**src/rtl/score_game_ctrl.sv**
```systemverilog
// -----------------------------------------------------------------------------
// score_game_ctrl
//   Single-clock controller for a 4-digit seven-segment score display.
//   Generates the score tick internally, runs an IDLE/RUN/OVER game FSM, keeps
//   a saturating 4-digit BCD score and time-multiplexes the digits onto the
//   shared anode/segment pins with leading-zero blanking and a game-over blink.
//
// Ports
//   clk_100MHz      in   1   system clock, rising edge
//   reset_n         in   1   asynchronous active-low reset
//   status          in   1   level: 1 = run, 0 = pause
//   clear           in   1   sync pulse: zero the score
//   game_over       in   1   sync pulse: end the game, freeze the score
//   score_bcd       out  16  {thousands,hundreds,tens,ones} BCD
//   running         out  1   high while the FSM is in RUN
//   over            out  1   high while the FSM is in OVER
//   Anode_Activate  out  4   active-low digit enables, bit0 = ones digit
//   LED_out         out  7   active-low segments {a,b,c,d,e,f,g}
// -----------------------------------------------------------------------------
module score_game_ctrl #(
    parameter int TICK_DIV  = 100_000_000,
    parameter int SCAN_DIV  = 100_000,
    parameter int BLINK_DIV = 50_000_000
) (
    input  logic        clk_100MHz,
    input  logic        reset_n,
    input  logic        status,
    input  logic        clear,
    input  logic        game_over,
    output logic [15:0] score_bcd,
    output logic        running,
    output logic        over,
    output logic [3:0]  Anode_Activate,
    output logic [6:0]  LED_out
);

    localparam int TICK_W  = (TICK_DIV  > 1) ? $clog2(TICK_DIV)  : 1;
    localparam int SCAN_W  = (SCAN_DIV  > 1) ? $clog2(SCAN_DIV)  : 1;
    localparam int BLINK_W = (BLINK_DIV > 1) ? $clog2(BLINK_DIV) : 1;

    localparam logic [TICK_W-1:0]  TICK_LAST  = TICK_W'(TICK_DIV - 1);
    localparam logic [SCAN_W-1:0]  SCAN_LAST  = SCAN_W'(SCAN_DIV - 1);
    localparam logic [BLINK_W-1:0] BLINK_LAST = BLINK_W'(BLINK_DIV - 1);

    localparam logic [15:0] SCORE_MAX = 16'h9999;

    typedef enum logic [1:0] {
        ST_IDLE = 2'd0,
        ST_RUN  = 2'd1,
        ST_OVER = 2'd2
    } state_t;

    // BCD increment with per-digit carry ripple; the caller guards 9999.
    function automatic logic [15:0] bcd_inc(input logic [15:0] value);
        logic [15:0] result;
        logic        carry;
        result = value;
        carry  = 1'b1;
        for (int i = 0; i < 4; i++) begin
            if (carry) begin
                if (result[i*4 +: 4] == 4'd9) begin
                    result[i*4 +: 4] = 4'd0;
                    carry            = 1'b1;
                end else begin
                    result[i*4 +: 4] = result[i*4 +: 4] + 4'd1;
                    carry            = 1'b0;
                end
            end else begin
                carry = 1'b0;
            end
        end
        return result;
    endfunction

    // Active-low {a..g} pattern for one BCD digit; non-BCD codes go dark.
    function automatic logic [6:0] seg7(input logic [3:0] digit);
        logic [6:0] seg;
        case (digit)
            4'd0:    seg = 7'b0000001;
            4'd1:    seg = 7'b1001111;
            4'd2:    seg = 7'b0010010;
            4'd3:    seg = 7'b0000110;
            4'd4:    seg = 7'b1001100;
            4'd5:    seg = 7'b0100100;
            4'd6:    seg = 7'b0100000;
            4'd7:    seg = 7'b0001111;
            4'd8:    seg = 7'b0000000;
            4'd9:    seg = 7'b0000100;
            default: seg = 7'b1111111;
        endcase
        return seg;
    endfunction

    state_t               state_r, state_nxt_s;
    logic [15:0]          score_r, score_nxt_s;
    logic [TICK_W-1:0]    tick_cnt_r, tick_cnt_nxt_s, tick_cnt_adv_s;
    logic [BLINK_W-1:0]   blink_cnt_r, blink_cnt_nxt_s;
    logic                 blink_on_r, blink_on_nxt_s;
    logic                 tick_s;
    logic                 running_r, over_r;

    logic [SCAN_W-1:0]    scan_cnt_r;
    logic [1:0]           idx_r;
    logic [3:0]           anode_r, anode_nxt_s;
    logic [6:0]           led_r, led_nxt_s;
    logic [3:0]           digit_s;
    logic                 blank_s;

    assign tick_s         = (tick_cnt_r == TICK_LAST);
    assign tick_cnt_adv_s = tick_s ? '0 : (tick_cnt_r + TICK_W'(1));

    // Game FSM next state, score, tick and blink counter updates.
    always_comb begin
        state_nxt_s     = state_r;
        score_nxt_s     = score_r;
        tick_cnt_nxt_s  = tick_cnt_r;
        blink_cnt_nxt_s = blink_cnt_r;
        blink_on_nxt_s  = blink_on_r;
        case (state_r)
            ST_IDLE: begin
                if (game_over) begin
                    state_nxt_s     = ST_OVER;
                    blink_cnt_nxt_s = '0;
                    blink_on_nxt_s  = 1'b1;
                end else if (clear) begin
                    score_nxt_s    = 16'h0000;
                    tick_cnt_nxt_s = '0;
                end else if (status) begin
                    state_nxt_s = ST_RUN;
                end else begin
                    state_nxt_s = ST_IDLE;
                end
            end
            ST_RUN: begin
                if (game_over) begin
                    // A tick landing on the same edge still counts.
                    state_nxt_s     = ST_OVER;
                    tick_cnt_nxt_s  = tick_cnt_adv_s;
                    blink_cnt_nxt_s = '0;
                    blink_on_nxt_s  = 1'b1;
                    if (tick_s && (score_r != SCORE_MAX)) begin
                        score_nxt_s = bcd_inc(score_r);
                    end else begin
                        score_nxt_s = score_r;
                    end
                end else if (clear) begin
                    score_nxt_s    = 16'h0000;
                    tick_cnt_nxt_s = '0;
                end else if (!status) begin
                    // Pause: counter frozen so resume picks up mid-second.
                    state_nxt_s = ST_IDLE;
                end else begin
                    tick_cnt_nxt_s = tick_cnt_adv_s;
                    if (tick_s && (score_r == SCORE_MAX)) begin
                        state_nxt_s     = ST_OVER;
                        blink_cnt_nxt_s = '0;
                        blink_on_nxt_s  = 1'b1;
                    end else if (tick_s) begin
                        score_nxt_s = bcd_inc(score_r);
                    end else begin
                        score_nxt_s = score_r;
                    end
                end
            end
            ST_OVER: begin
                if (clear) begin
                    state_nxt_s     = ST_IDLE;
                    score_nxt_s     = 16'h0000;
                    blink_cnt_nxt_s = '0;
                end else if (blink_cnt_r == BLINK_LAST) begin
                    blink_cnt_nxt_s = '0;
                    blink_on_nxt_s  = ~blink_on_r;
                end else begin
                    blink_cnt_nxt_s = blink_cnt_r + BLINK_W'(1);
                end
            end
            default: begin
                state_nxt_s = ST_IDLE;
            end
        endcase
    end

    // Game state, score and counters; running/over registered alongside state.
    always_ff @(posedge clk_100MHz or negedge reset_n) begin
        if (!reset_n) begin
            state_r     <= ST_IDLE;
            score_r     <= 16'h0000;
            tick_cnt_r  <= '0;
            blink_cnt_r <= '0;
            blink_on_r  <= 1'b1;
            running_r   <= 1'b0;
            over_r      <= 1'b0;
        end else begin
            state_r     <= state_nxt_s;
            score_r     <= score_nxt_s;
            tick_cnt_r  <= tick_cnt_nxt_s;
            blink_cnt_r <= blink_cnt_nxt_s;
            blink_on_r  <= blink_on_nxt_s;
            running_r   <= (state_nxt_s == ST_RUN);
            over_r      <= (state_nxt_s == ST_OVER);
        end
    end

    // Free-running digit scan: dwell counter and digit index.
    always_ff @(posedge clk_100MHz or negedge reset_n) begin
        if (!reset_n) begin
            scan_cnt_r <= '0;
            idx_r      <= 2'd0;
        end else if (scan_cnt_r == SCAN_LAST) begin
            scan_cnt_r <= '0;
            idx_r      <= idx_r + 2'd1;
        end else begin
            scan_cnt_r <= scan_cnt_r + SCAN_W'(1);
        end
    end

    assign digit_s = score_r[{idx_r, 2'b00} +: 4];

    // Leading-zero blank: digit and every higher digit are zero; ones never blanks.
    always_comb begin
        case (idx_r)
            2'd3:    blank_s = (score_r[15:12] == 4'd0);
            2'd2:    blank_s = (score_r[15:8]  == 8'd0);
            2'd1:    blank_s = (score_r[15:4]  == 12'd0);
            default: blank_s = 1'b0;
        endcase
    end

    // Anode/segment pattern for the currently selected digit.
    always_comb begin
        anode_nxt_s = 4'b1111;
        led_nxt_s   = 7'b1111111;
        if ((state_r == ST_OVER) && !blink_on_r) begin
            anode_nxt_s = 4'b1111;
            led_nxt_s   = 7'b1111111;
        end else if (blank_s) begin
            anode_nxt_s = ~(4'b0001 << idx_r);
            led_nxt_s   = 7'b1111111;
        end else begin
            anode_nxt_s = ~(4'b0001 << idx_r);
            led_nxt_s   = seg7(digit_s);
        end
    end

    // Display pins registered for glitch-free drive.
    always_ff @(posedge clk_100MHz or negedge reset_n) begin
        if (!reset_n) begin
            anode_r <= 4'b1111;
            led_r   <= 7'b1111111;
        end else begin
            anode_r <= anode_nxt_s;
            led_r   <= led_nxt_s;
        end
    end

    assign score_bcd      = score_r;
    assign running        = running_r;
    assign over           = over_r;
    assign Anode_Activate = anode_r;
    assign LED_out        = led_r;

endmodule
```
**config.mk**
```make
export PLATFORM = sky130hd
export DESIGN_NAME = score_game_ctrl
export DESIGN_NICKNAME = d
export VERILOG_FILES = /design/src/rtl/score_game_ctrl.sv
export SDC_FILE = /design/constraint.sdc
export NUM_CORES = 1
export LEC_CHECK = 0
export CAP_MARGIN = 30
export CORE_MARGIN = 1
export CORE_UTILIZATION = 55
export DETAILED_ROUTE_END_ITERATION = 7
export PLACE_DENSITY = 0.79
export SLEW_MARGIN = 5
export SYNTH_ARGS = -nofsm -noshare
export SYNTH_HDL_FRONTEND = slang
export SYNTH_SLANG_ARGS = --single-unit
```
**constraint.sdc**
```tcl
create_clock -name clk_100MHz -period 5 [get_ports clk_100MHz]
set_input_delay 0.75 -clock clk_100MHz [delete_from_list [all_inputs] [get_ports clk_100MHz]]
set_output_delay 0.75 -clock clk_100MHz [all_outputs]
set_load 0.005 [all_outputs]
```
==> results.md, run 1 <==
* Vias in the first global route at 4527
* Clock transition at path regs at 100 ps
* CTS tree: done
* Worst skew pair latency at 380 ps
* Routed len/inst at 15.2 µm
* Setup tns final at 0 ps
* Synth Instances at 619
* Worst rel slew slack at 0.405
* Post-route clock period utilization at 0.635
* Iter 0 DRT Violations at 250
* Nature of the critical path endpoint: register
* Yosys reg bits at 104
* CTS buffer count at 9
* Placeable Area at 0.0102 mm²
* Post-synth EDFFs at 0
* I/O Buffers at 33
* Hold Buf Count CTS at 0
* Top FF cell, synth: dfrtp_1
* Sequential area share after synthesis at 0.454
* Crit Path Category: reg2reg
* Status: finished, final reports clean
* DRC viols at 0
* Final hold vios at 0
* Adder-cell share of the synthesized area at 0.0542
* Via density at 5.94
* Post-layout nets at 672
* Mux contribution to synthesized area at 0.0228
* Clk buf depth at 2
* H-tree depth at 3
* Combinational family with the most area after synthesis: simple AND/OR/NAND/NOR gates
* RSZ-0062 raised after global routing: no
* Root buf cell: clkbuf_8
* Vias at 4653
* Max FO, Critical Path at 15
* FP Rows at 37
* Worst Tran Pin Value at 887 ps
* Initial antenna violation count at 0
* GRT Resource Usage Total at 0.236
* Hold_ws at 475 ps
* Syn. warnings at 0
* Layout cell share with drive strength beyond 1 at 0.0711
* Die width at 104 µm
* Clock skew at 17.0 ps
* CP required at 5230 ps
* Postcts setup bufs at 0
* Syn_nets at 649
* GR Overflow Total at 0
* Drt total wl at 11900 µm
* Final setup vio count at 0
* Worst IR Drop VDD at 0.221 mV
* Period minus WS final at 3170 ps
* Largest net degree at the start of global routing at 69
* Arrival time at the worst endpoint at 3400 ps
* Antenna diode count at 0
* Total of max-cap violations at 0
* IO Count at 34
* Pwr per Cell Area at 259 mW/mm²
* Initial Util at 0.564
* Simple-gate share of the synthesized area at 0.241
* Startpoint class of the critical path: register
* Compound-Gate Fraction of Synth Area at 0.145
* CTS Sinks at 104
* GP Congestion at 0.802
* Antenna-violating nets left at 0
* Final Slew Violations at 0
* XOR/XNOR Fraction of Synth Area at 0.0516
* Syn-to-layout area delta at 11.4%
* DR pass1 iterations at 7
* Static Leak at 0.00276 µW
* Mapped Avg Cell Area at 9.32 µm²
* Ys async rst share at 1.00
* Die Area at 0.0109 mm²
* Global-route wire length before repair at 20700 µm
* Final HPWL DP at 8340 µm
* Fmax at 0.315 GHz
* Post_cts resized at 0
* Synth unique cells at 58
* Worst hold-check path type: in2async
* Mapped cell area at 0.00577 mm²
* Die Span Y at 104 µm
## logic make-up after synthesis
family	count (synthesis)
AND/OR/NAND/NOR	260
buffers and inverters	45
XOR/XNOR	34
AO/OA/AOI/OAI	143
multiplexers	8
flip-flops	104
adder cells (fa/ha/maj)	25
## path summary, 6_finish.rpt
kind / from / end / slack, ps / cells past startpoint
min in group clk_100MHz: tick_cnt_r[7] / tick_cnt_r[7] / 480 / 1
max in group asynchronous: reset_n / tick_cnt_r[10] / 3510 / 2
min reg2reg: tick_cnt_r[7] / tick_cnt_r[7] / 470 / 1
max reg2reg: tick_cnt_r[10] / tick_cnt_r[12] / 1830 / 6
min: reset_n / idx_r[1] / 470 / 1
max: tick_cnt_r[10] / tick_cnt_r[12] / 1830 / 6
## flip-flops by register name, summed over array words and instances, names as in the netlist, 2 cells and up
signal and cells:
tick_cnt_r 27, blink_cnt_r 26, scan_cnt_r 17, score_bcd 16, LED_out 7, Anode_Activate 4, idx_r 2, state_r 2
## metrics by stage
step / std cells / util / total power [µW] / worst slack (ps) / area (µm²)
5_1_grt: 783 / 0.628 / 1740 / 1610 / 6430
3_5_place_dp: 767 / 0.605 / 1060 / 1550 / 6190
4_1_cts: 783 / 0.628 / 1690 / 1840 / 6430
2_1_floorplan: 619 / - / 998 / 2510 / 5770
3_3_place_gp: 767 / 0.605 / 1060 / 1730 / 6190
6_report: 783 / 0.628 / 1670 / 1830 / 6430
## cells in the final DEF, fill, tap and decap left out, drive strengths merged, types with 10 or more instances in the layout
cell | Yosys | routed
a21oi | 25 | 25
and3 | 23 | 23
clkbuf | 18 | 14
clkdlybuf4s50 | 0 | 32
dfrtp | 92 | 92
dfstp | 12 | 12
ha | 25 | 25
inv | 21 | 21
nand2 | 54 | 54
nand3 | 36 | 36
nand4 | 16 | 16
nor2 | 59 | 59
nor2b | 10 | 10
o21ai | 77 | 77
o31ai | 10 | 10
xnor2 | 11 | 11
xor2 | 23 | 23
## metal layers
| layer | global-route usage | vias up | part of all wire |
|---|---|---|---|
| met3 | 0.0476 | 19 | 0.042 |
| met2 | 0.398 | 104 | 0.50 |
| met5 | 0 | - | 0 |
| met4 | 0.0980 | 0 | 0.015 |
| met1 | 0.295 | 2269 | 0.44 |
| li1 | - | 2261 | - |
## cells in the mapped netlist, types with 2 or more instances
cell type / n / area share
o22a_1: 3 / 0.0046
nor2_1: 58 / 0.038
or4_1: 2 / 0.0026
a31oi_1: 7 / 0.0076
nand2b_1: 6 / 0.0065
or4b_1: 3 / 0.0052
nor3b_1: 2 / 0.0026
and3b_1: 3 / 0.0046
o41ai_1: 5 / 0.0076
nor3_1: 8 / 0.0069
a21oi_1: 25 / 0.022
a21boi_1: 2 / 0.0026
mux2i_1: 3 / 0.0052
o21ai_1: 26 / 0.023
dfstp_2: 12 / 0.055
a211oi_1: 2 / 0.0026
clkbuf_1: 18 / 0.012
nand4_1: 16 / 0.017
or3_1: 6 / 0.0065
nand3_1: 36 / 0.031
mux4_2: 4 / 0.016
and3_1: 23 / 0.025
and4_1: 7 / 0.011
xnor2_1: 11 / 0.017
nand2_1: 54 / 0.035
nand3b_1: 7 / 0.0091
dfrtp_1: 92 / 0.40
nor4_1: 4 / 0.0043
o21ai_0: 50 / 0.043
and2_1: 5 / 0.0054
o31ai_1: 10 / 0.013
nor4bb_1: 2 / 0.0035
ha_1: 25 / 0.054
nor2b_1: 10 / 0.011
xor2_1: 23 / 0.035
buf_2: 5 / 0.0043
inv_1: 21 / 0.014
a21o_1: 3 / 0.0039
## power by group
part | total (µW) | leakage (µW) | switching (µW) | internal [µW]
Sequential | 885 | 0.00139 | 24.7 | 860
Clock | 621 | 0.000123 | 284 | 337
Combinational | 162 | 0.00125 | 104 | 57.7
## final cells by class
cell class,count,area [µm²]
Fill cell,836,3800
Multi-Input combinational cell,470,2970
Sequential cell,104,2620
Timing Repair Buffer,36,350
Clock buffer,14,183
Tap cell,136,170
Inverter,21,78.8
Clock inverter,2,60.1
## worst max-delay path: stages, from the launching register on
cell,delay [ps]
dfrtp_1,430
or4b_1,530
or4_4,580
o21ai_1,730
inv_1,160
nor2_2,490
nor2_1,110
(Power assumes the default switching activity.)
==> run 2, diff against run 1 <==
Clock period 5 ns to 3.2 ns, I/O delays scaled along.
==> run 2 against run 1 <==
Effect of this change: hold slack got worse by 330 ps; count of clock-buffer cells in the layout fell by 3; clock power rose by 74%; final area rose by 1.1%; sequential cell count did not move; sequential power rose by 56%; combinational power rose by 62%; core utilization rose by 0.68 points; power rose by 63%; register-to-register slack got worse by 1300 ps; fmax rose by 17%; largest cell class unchanged; largest power group unchanged; highest routed layer unchanged.
==> results.md, run 2 (synthesis gave the netlist of run 1 again) <==
* Postcts setup bufs at 0
* H-tree depth at 3
* Startpoint class of the critical path: register
* Period minus WS final at 2710 ps
* Crit. Startpoint: tick_cnt_r[10]
* Root buf cell: clkbuf_8
* Final worst slack at 486 ps
* Placed instance area at 0.00623 mm²
* Worst IR Drop VDD at 0.333 mV
* DR pass1 iterations at 5
* Via density at 5.93
* Commonest non-fill, non-tap cell in the layout: dfrtp_1
* Die width at 104 µm
* Dpl cells at 771
* Syn-to-layout area delta at 12.6%
* DRC viols at 0
* Max FO, Critical Path at 13
* Fill cells at 847
* Initial antenna violation count at 0
* RSZ-0062 raised after global routing: no
* GR Overflow Total at 0
* Status: finished, final reports clean
* R2R setup slack at 490 ps
* Clock skew at 23.0 ps
* Worst hold-check path type: in2async
* GP Congestion at 0.850
* Vias at 4664
* Setup tns final at 0 ps
* Final Slew Violations at 0
* Clock transition at path regs at 100 ps
* Final setup vio count at 0
* Antenna-violating nets left at 0
* I/O Buffers at 33
* R2R Path Start: tick_cnt_r[10]
* Hold Buf Count CTS at 0
* GRT Resource Usage Total at 0.241
* Vias in the first global route at 4640
* Final instance area at 0.00650 mm²
* Initial Util at 0.564
* CTS buffer count at 9
* Multi-input logic area at 0.00297 mm²
* Worst skew pair latency at 400 ps
* Seq. cell area at 0.00262 mm²
* Iter 0 DRT Violations at 256
* Fmax at 0.368 GHz
* IO Count at 34
* Post-route clock period utilization at 0.848
* Worst Tran Pin Value at 762 ps
* Post_cts resized at 0
* Post-layout nets at 676
* Crit Path Category: reg2reg
* CTS tree: done
* Post-layout util at 0.635
* Non-Filler Instances at 787
* Die Area at 0.0109 mm²
* Routed len/inst at 15.6 µm
* Max reg flops at 27
* Pre-CTS setup slack at 477 ps
* Pwr per Cell Area at 419 mW/mm²
* Static Leak at 0.00280 µW
* R2r endpoint: score_bcd[4]
* Die Span Y at 104 µm
* Biggest register: tick_cnt_r
* Total of max-cap violations at 0
* Antenna diode count at 0
* FF-to-FF path depth at 6
* Global-route wire length before repair at 21100 µm
* Arrival time at the worst endpoint at 2990 ps
* Nature of the critical path endpoint: register
* Most frequent cells in the layout: dfrtp_1, nor2_1, nand2_1
* Final HPWL DP at 8490 µm
* Largest registers: tick_cnt_r: 27 flops, blink_cnt_r: 26 flops, scan_cnt_r: 17 flops
* Worst rel slew slack at 0.492
* Final hold vios at 0
* Clk buf depth at 2
* FP Rows at 37
* CP required at 3480 ps
* CTS Sinks at 104
* Placeable Area at 0.0102 mm²
* Drt total wl at 12300 µm
* Layout cell share with drive strength beyond 1 at 0.0768
* Largest net degree at the start of global routing at 59
## run 2: area by class of cell
type / instances / area share
flip-flops and latches: 104 / 0.403
multi-input cells: 470 / 0.457
well taps: 136 / 0.0262
inverters: 21 / 0.0121
clock inverters: 5 / 0.0198
clock buffers: 11 / 0.0218
repair buffers: 40 / 0.0605
## run 2: per-layer routing
layer  track usage  routed length, µm  up-vias
li1              -                  -     2270
met1         0.297               5380     2297
met2         0.412               6250       79
met3        0.0545                454       18
met4        0.0929                189        0
met5             0                  0        -
## run 2: worst max-delay path by stage
stage / to / cells past startpoint / slack, ps
5_1_grt: score_bcd[4] / 6 / 350
3_3_place_gp: blink_cnt_r[8] / 7 / 570
4_1_cts: score_bcd[4] / 6 / 480
6_report: score_bcd[4] / 6 / 490
3_5_place_dp: blink_cnt_r[8] / 8 / 480
2_1_floorplan: blink_cnt_r[7] / 7 / 710
## run 2: critical path, stage by stage (launching register included)
cell and delay, ps:
dfrtp_1 430, or4b_1 530, or4_4 580, nor3_4 250
o21ai_2 180, a21oi_1 280, mux2_2 370
## run 2: metrics by stage
| step | hold WS [ps] | power [µW] |
|---|---|---|
| CTS | 169 | 2740 |
| floorplan | 184 | 1560 |
| global placement | 470 | 1660 |
| finish | 146 | 2720 |
| global route | 221 | 2830 |
| detailed placement | 475 | 1670 |
## run 2: power by group
group	switching (µW)	total (µW)	leakage (µW)	internal [µW]
combinational	167	262	0.00127	95.2
clock	458	1080	0.000134	622
sequential	37.4	1380	0.00139	1340
==> run 3, diff against run 2 <==
Settings changed: CORE_UTILIZATION 55 to 54, PLACE_DENSITY 0.79 to 0.8.
Clock period 3.2 ns to 2.35 ns, I/O delays scaled along.
==> run 3 against run 2 <==
Effect of this change: sequential share of layout area decreased by 3.6 points; non-clock buffer count increased by 54; global-route usage increased by 1.8 points; count of clock-buffer cells in the layout decreased by 2; sequential cell count unchanged; fmax increased by 14%; the flow now finishes with violations (negative setup slack); die area increased by 1.8%; critical path type unchanged; combinational power increased by 89%; core utilization increased by 5.6 points; power increased by 27%.
==> results.md, run 3 (synthesis gave the netlist of run 1 again) <==
* Dpl cells at 820
* DR pass1 iterations at 5
* Met1 Wirelength at 5720 µm
* Arrival time at the worst endpoint at 2660 ps
* Die width at 105 µm
* Largest net degree at the start of global routing at 41
* DRC viols at 0
* Nature of the critical path endpoint: register
* Drt total wl at 13700 µm
* Non-Filler Instances at 841
* Final HPWL DP at 9380 µm
* GR Overflow Total at 0
* Period minus WS final at 2380 ps
* Clk buf depth at 2
* Most frequent cells in the layout: dfrtp_1, nand2_1, buf_4
* Pwr per Cell Area at 483 mW/mm²
* Met2 routed WL at 7060 µm
* Failing checks: negative setup slack
* Clock transition at path regs at 110 ps
* H-tree depth at 3
* GP Congestion at 0.861
* Final setup vio count at 22
* CP required at 2630 ps
* Vias at 5027
* IO Count at 34
* Initial antenna violation count at 0
* Worst IR Drop VDD at 0.465 mV
* Worst hold-check path type: in2async
* Clock skew at 14.9 ps
* Routed len/inst at 16.3 µm
* RSZ-0062 raised after global routing: yes
* Max FO, Critical Path at 27
* Root buf cell: clkbuf_8
* Global-route wire length before repair at 22800 µm
* Iter 0 DRT Violations at 344
* Fill cells at 754
* Hold_ws at 469 ps
* DR WL met3 at 700 µm
* Worst Tran Pin Value at 540 ps
* Antenna-violating nets left at 0
* Static Leak at 0.00309 µW
* Total power at 3450 µW
* Post-layout nets at 730
* FP Rows at 37
* CTS Sinks at 104
* Antenna diode count at 0
* Startpoint class of the critical path: register
* Largest registers: tick_cnt_r: 27 flops, blink_cnt_r: 26 flops, scan_cnt_r: 17 flops
* Worst rel slew slack at 0.640
* Worst skew pair latency at 400 ps
* Final worst slack at -33.0 ps
* Layout cell share with drive strength beyond 1 at 0.194
* Initial Util at 0.559
* Final Slew Violations at 0
* Top layer reached by signal wires: met4
* Max reg flops at 27
* Placeable Area at 0.0103 mm²
* Biggest register: tick_cnt_r
* Pre-CTS setup slack at -150 ps
* Final hold vios at 0
* Crit Path Category: reg2reg
* Commonest non-fill, non-tap cell in the layout: dfrtp_1
* Syn-to-layout area delta at 23.6%
* Via density at 5.98
* Total of max-cap violations at 0
* Vias in the first global route at 4952
* Die Area at 0.0111 mm²
* Fmax at 0.420 GHz
* I/O Buffers at 33
* Status: finished, violations left
* GRT Resource Usage Total at 0.260
* Post-route clock period utilization at 1.01
* CTS buffer count at 9
* CTS tree: done
* Die Span Y at 105 µm
-- run 3: cell count changes in the layout (fill, tap and decap cells not counted), moves of 4 or more --
cell,delta
nor2_1,-10
nor2_4,+8
bufinv_16,-4
o41ai_1,-4
o21ai_0,-16
buf_12,+4
o41ai_2,+4
o21ai_1,+8
o21ai_2,+7
buf_6,+4
inv_6,+5
buf_4,+43
-- run 3: worst max-delay path, cell delays in order, from the launching register on --
cell and delay [ps]:
dfrtp_1 390, or4b_1 520, or4_4 580, nor4_4 240, a211oi_4 120, buf_12 180, o21ai_2 150, o21ai_1 80
-- run 3: final cells by class --
cell class,instances,area (µm²),share of cell area
clock inverters,7,60.1,0.00842
inverters,21,81.3,0.0114
well taps,136,170,0.0239
flip-flops and latches,104,2620,0.367
clock buffers,9,124,0.0174
multi-input cells,470,3180,0.446
repair buffers,94,901,0.126
-- run 3: per-layer routing --
layer,GRT usage,up-vias
li1,-,2381
met1,0.307,2472
met2,0.459,148
met3,0.0625,26
met4,0.0905,0
met5,0,-
-- run 3: through the flow --
| stage | area (µm²) | TNS (ps) | utilization |
|---|---|---|---|
| after floorplan | 5790 | -131 | - |
| after global placement | 6660 | -77.6 | 0.645 |
| after detailed placement | 6660 | -678 | 0.645 |
| after CTS | 6910 | -407 | 0.670 |
| after global routing | 7130 | -2040 | 0.691 |
| final | 7130 | -385 | 0.691 |
-- run 3: path summary, 6_finish.rpt --
path	start	to	slack, ps	cells after the start
setup / recovery	tick_cnt_r[25]	blink_cnt_r[20]	-30	7
hold / removal	reset_n	score_bcd[4]	470	2
setup reg to reg	tick_cnt_r[25]	blink_cnt_r[20]	-30	7
hold reg to reg	blink_cnt_r[14]	blink_cnt_r[14]	490	1
max in group asynchronous	reset_n	Anode_Activate[1]	1260	3
min in group clk_100MHz	blink_cnt_r[14]	blink_cnt_r[14]	490	1
-- run 3: timing repair --
| action | 4_1_cts | 5_1_grt |
|---|---|---|
| gates resized for setup | 14 | 52 |
| cloned | 0 | 2 |
| buffers inserted | 2 | 0 |
| hold buffers | 1 | 0 |
| endpoints found under the setup margin | 23 | 73 |
| hold endpoints to repair | 32 | 0 |
| pin swaps | 7 | 17 |
-- run 3: power breakdown --
part | internal [µW] | leakage [µW] | switching (µW)
sequential | 1830 | 0.00139 | 40.9
combinational | 206 | 0.00161 | 290
clock | 406 | 0.0000916 | 675
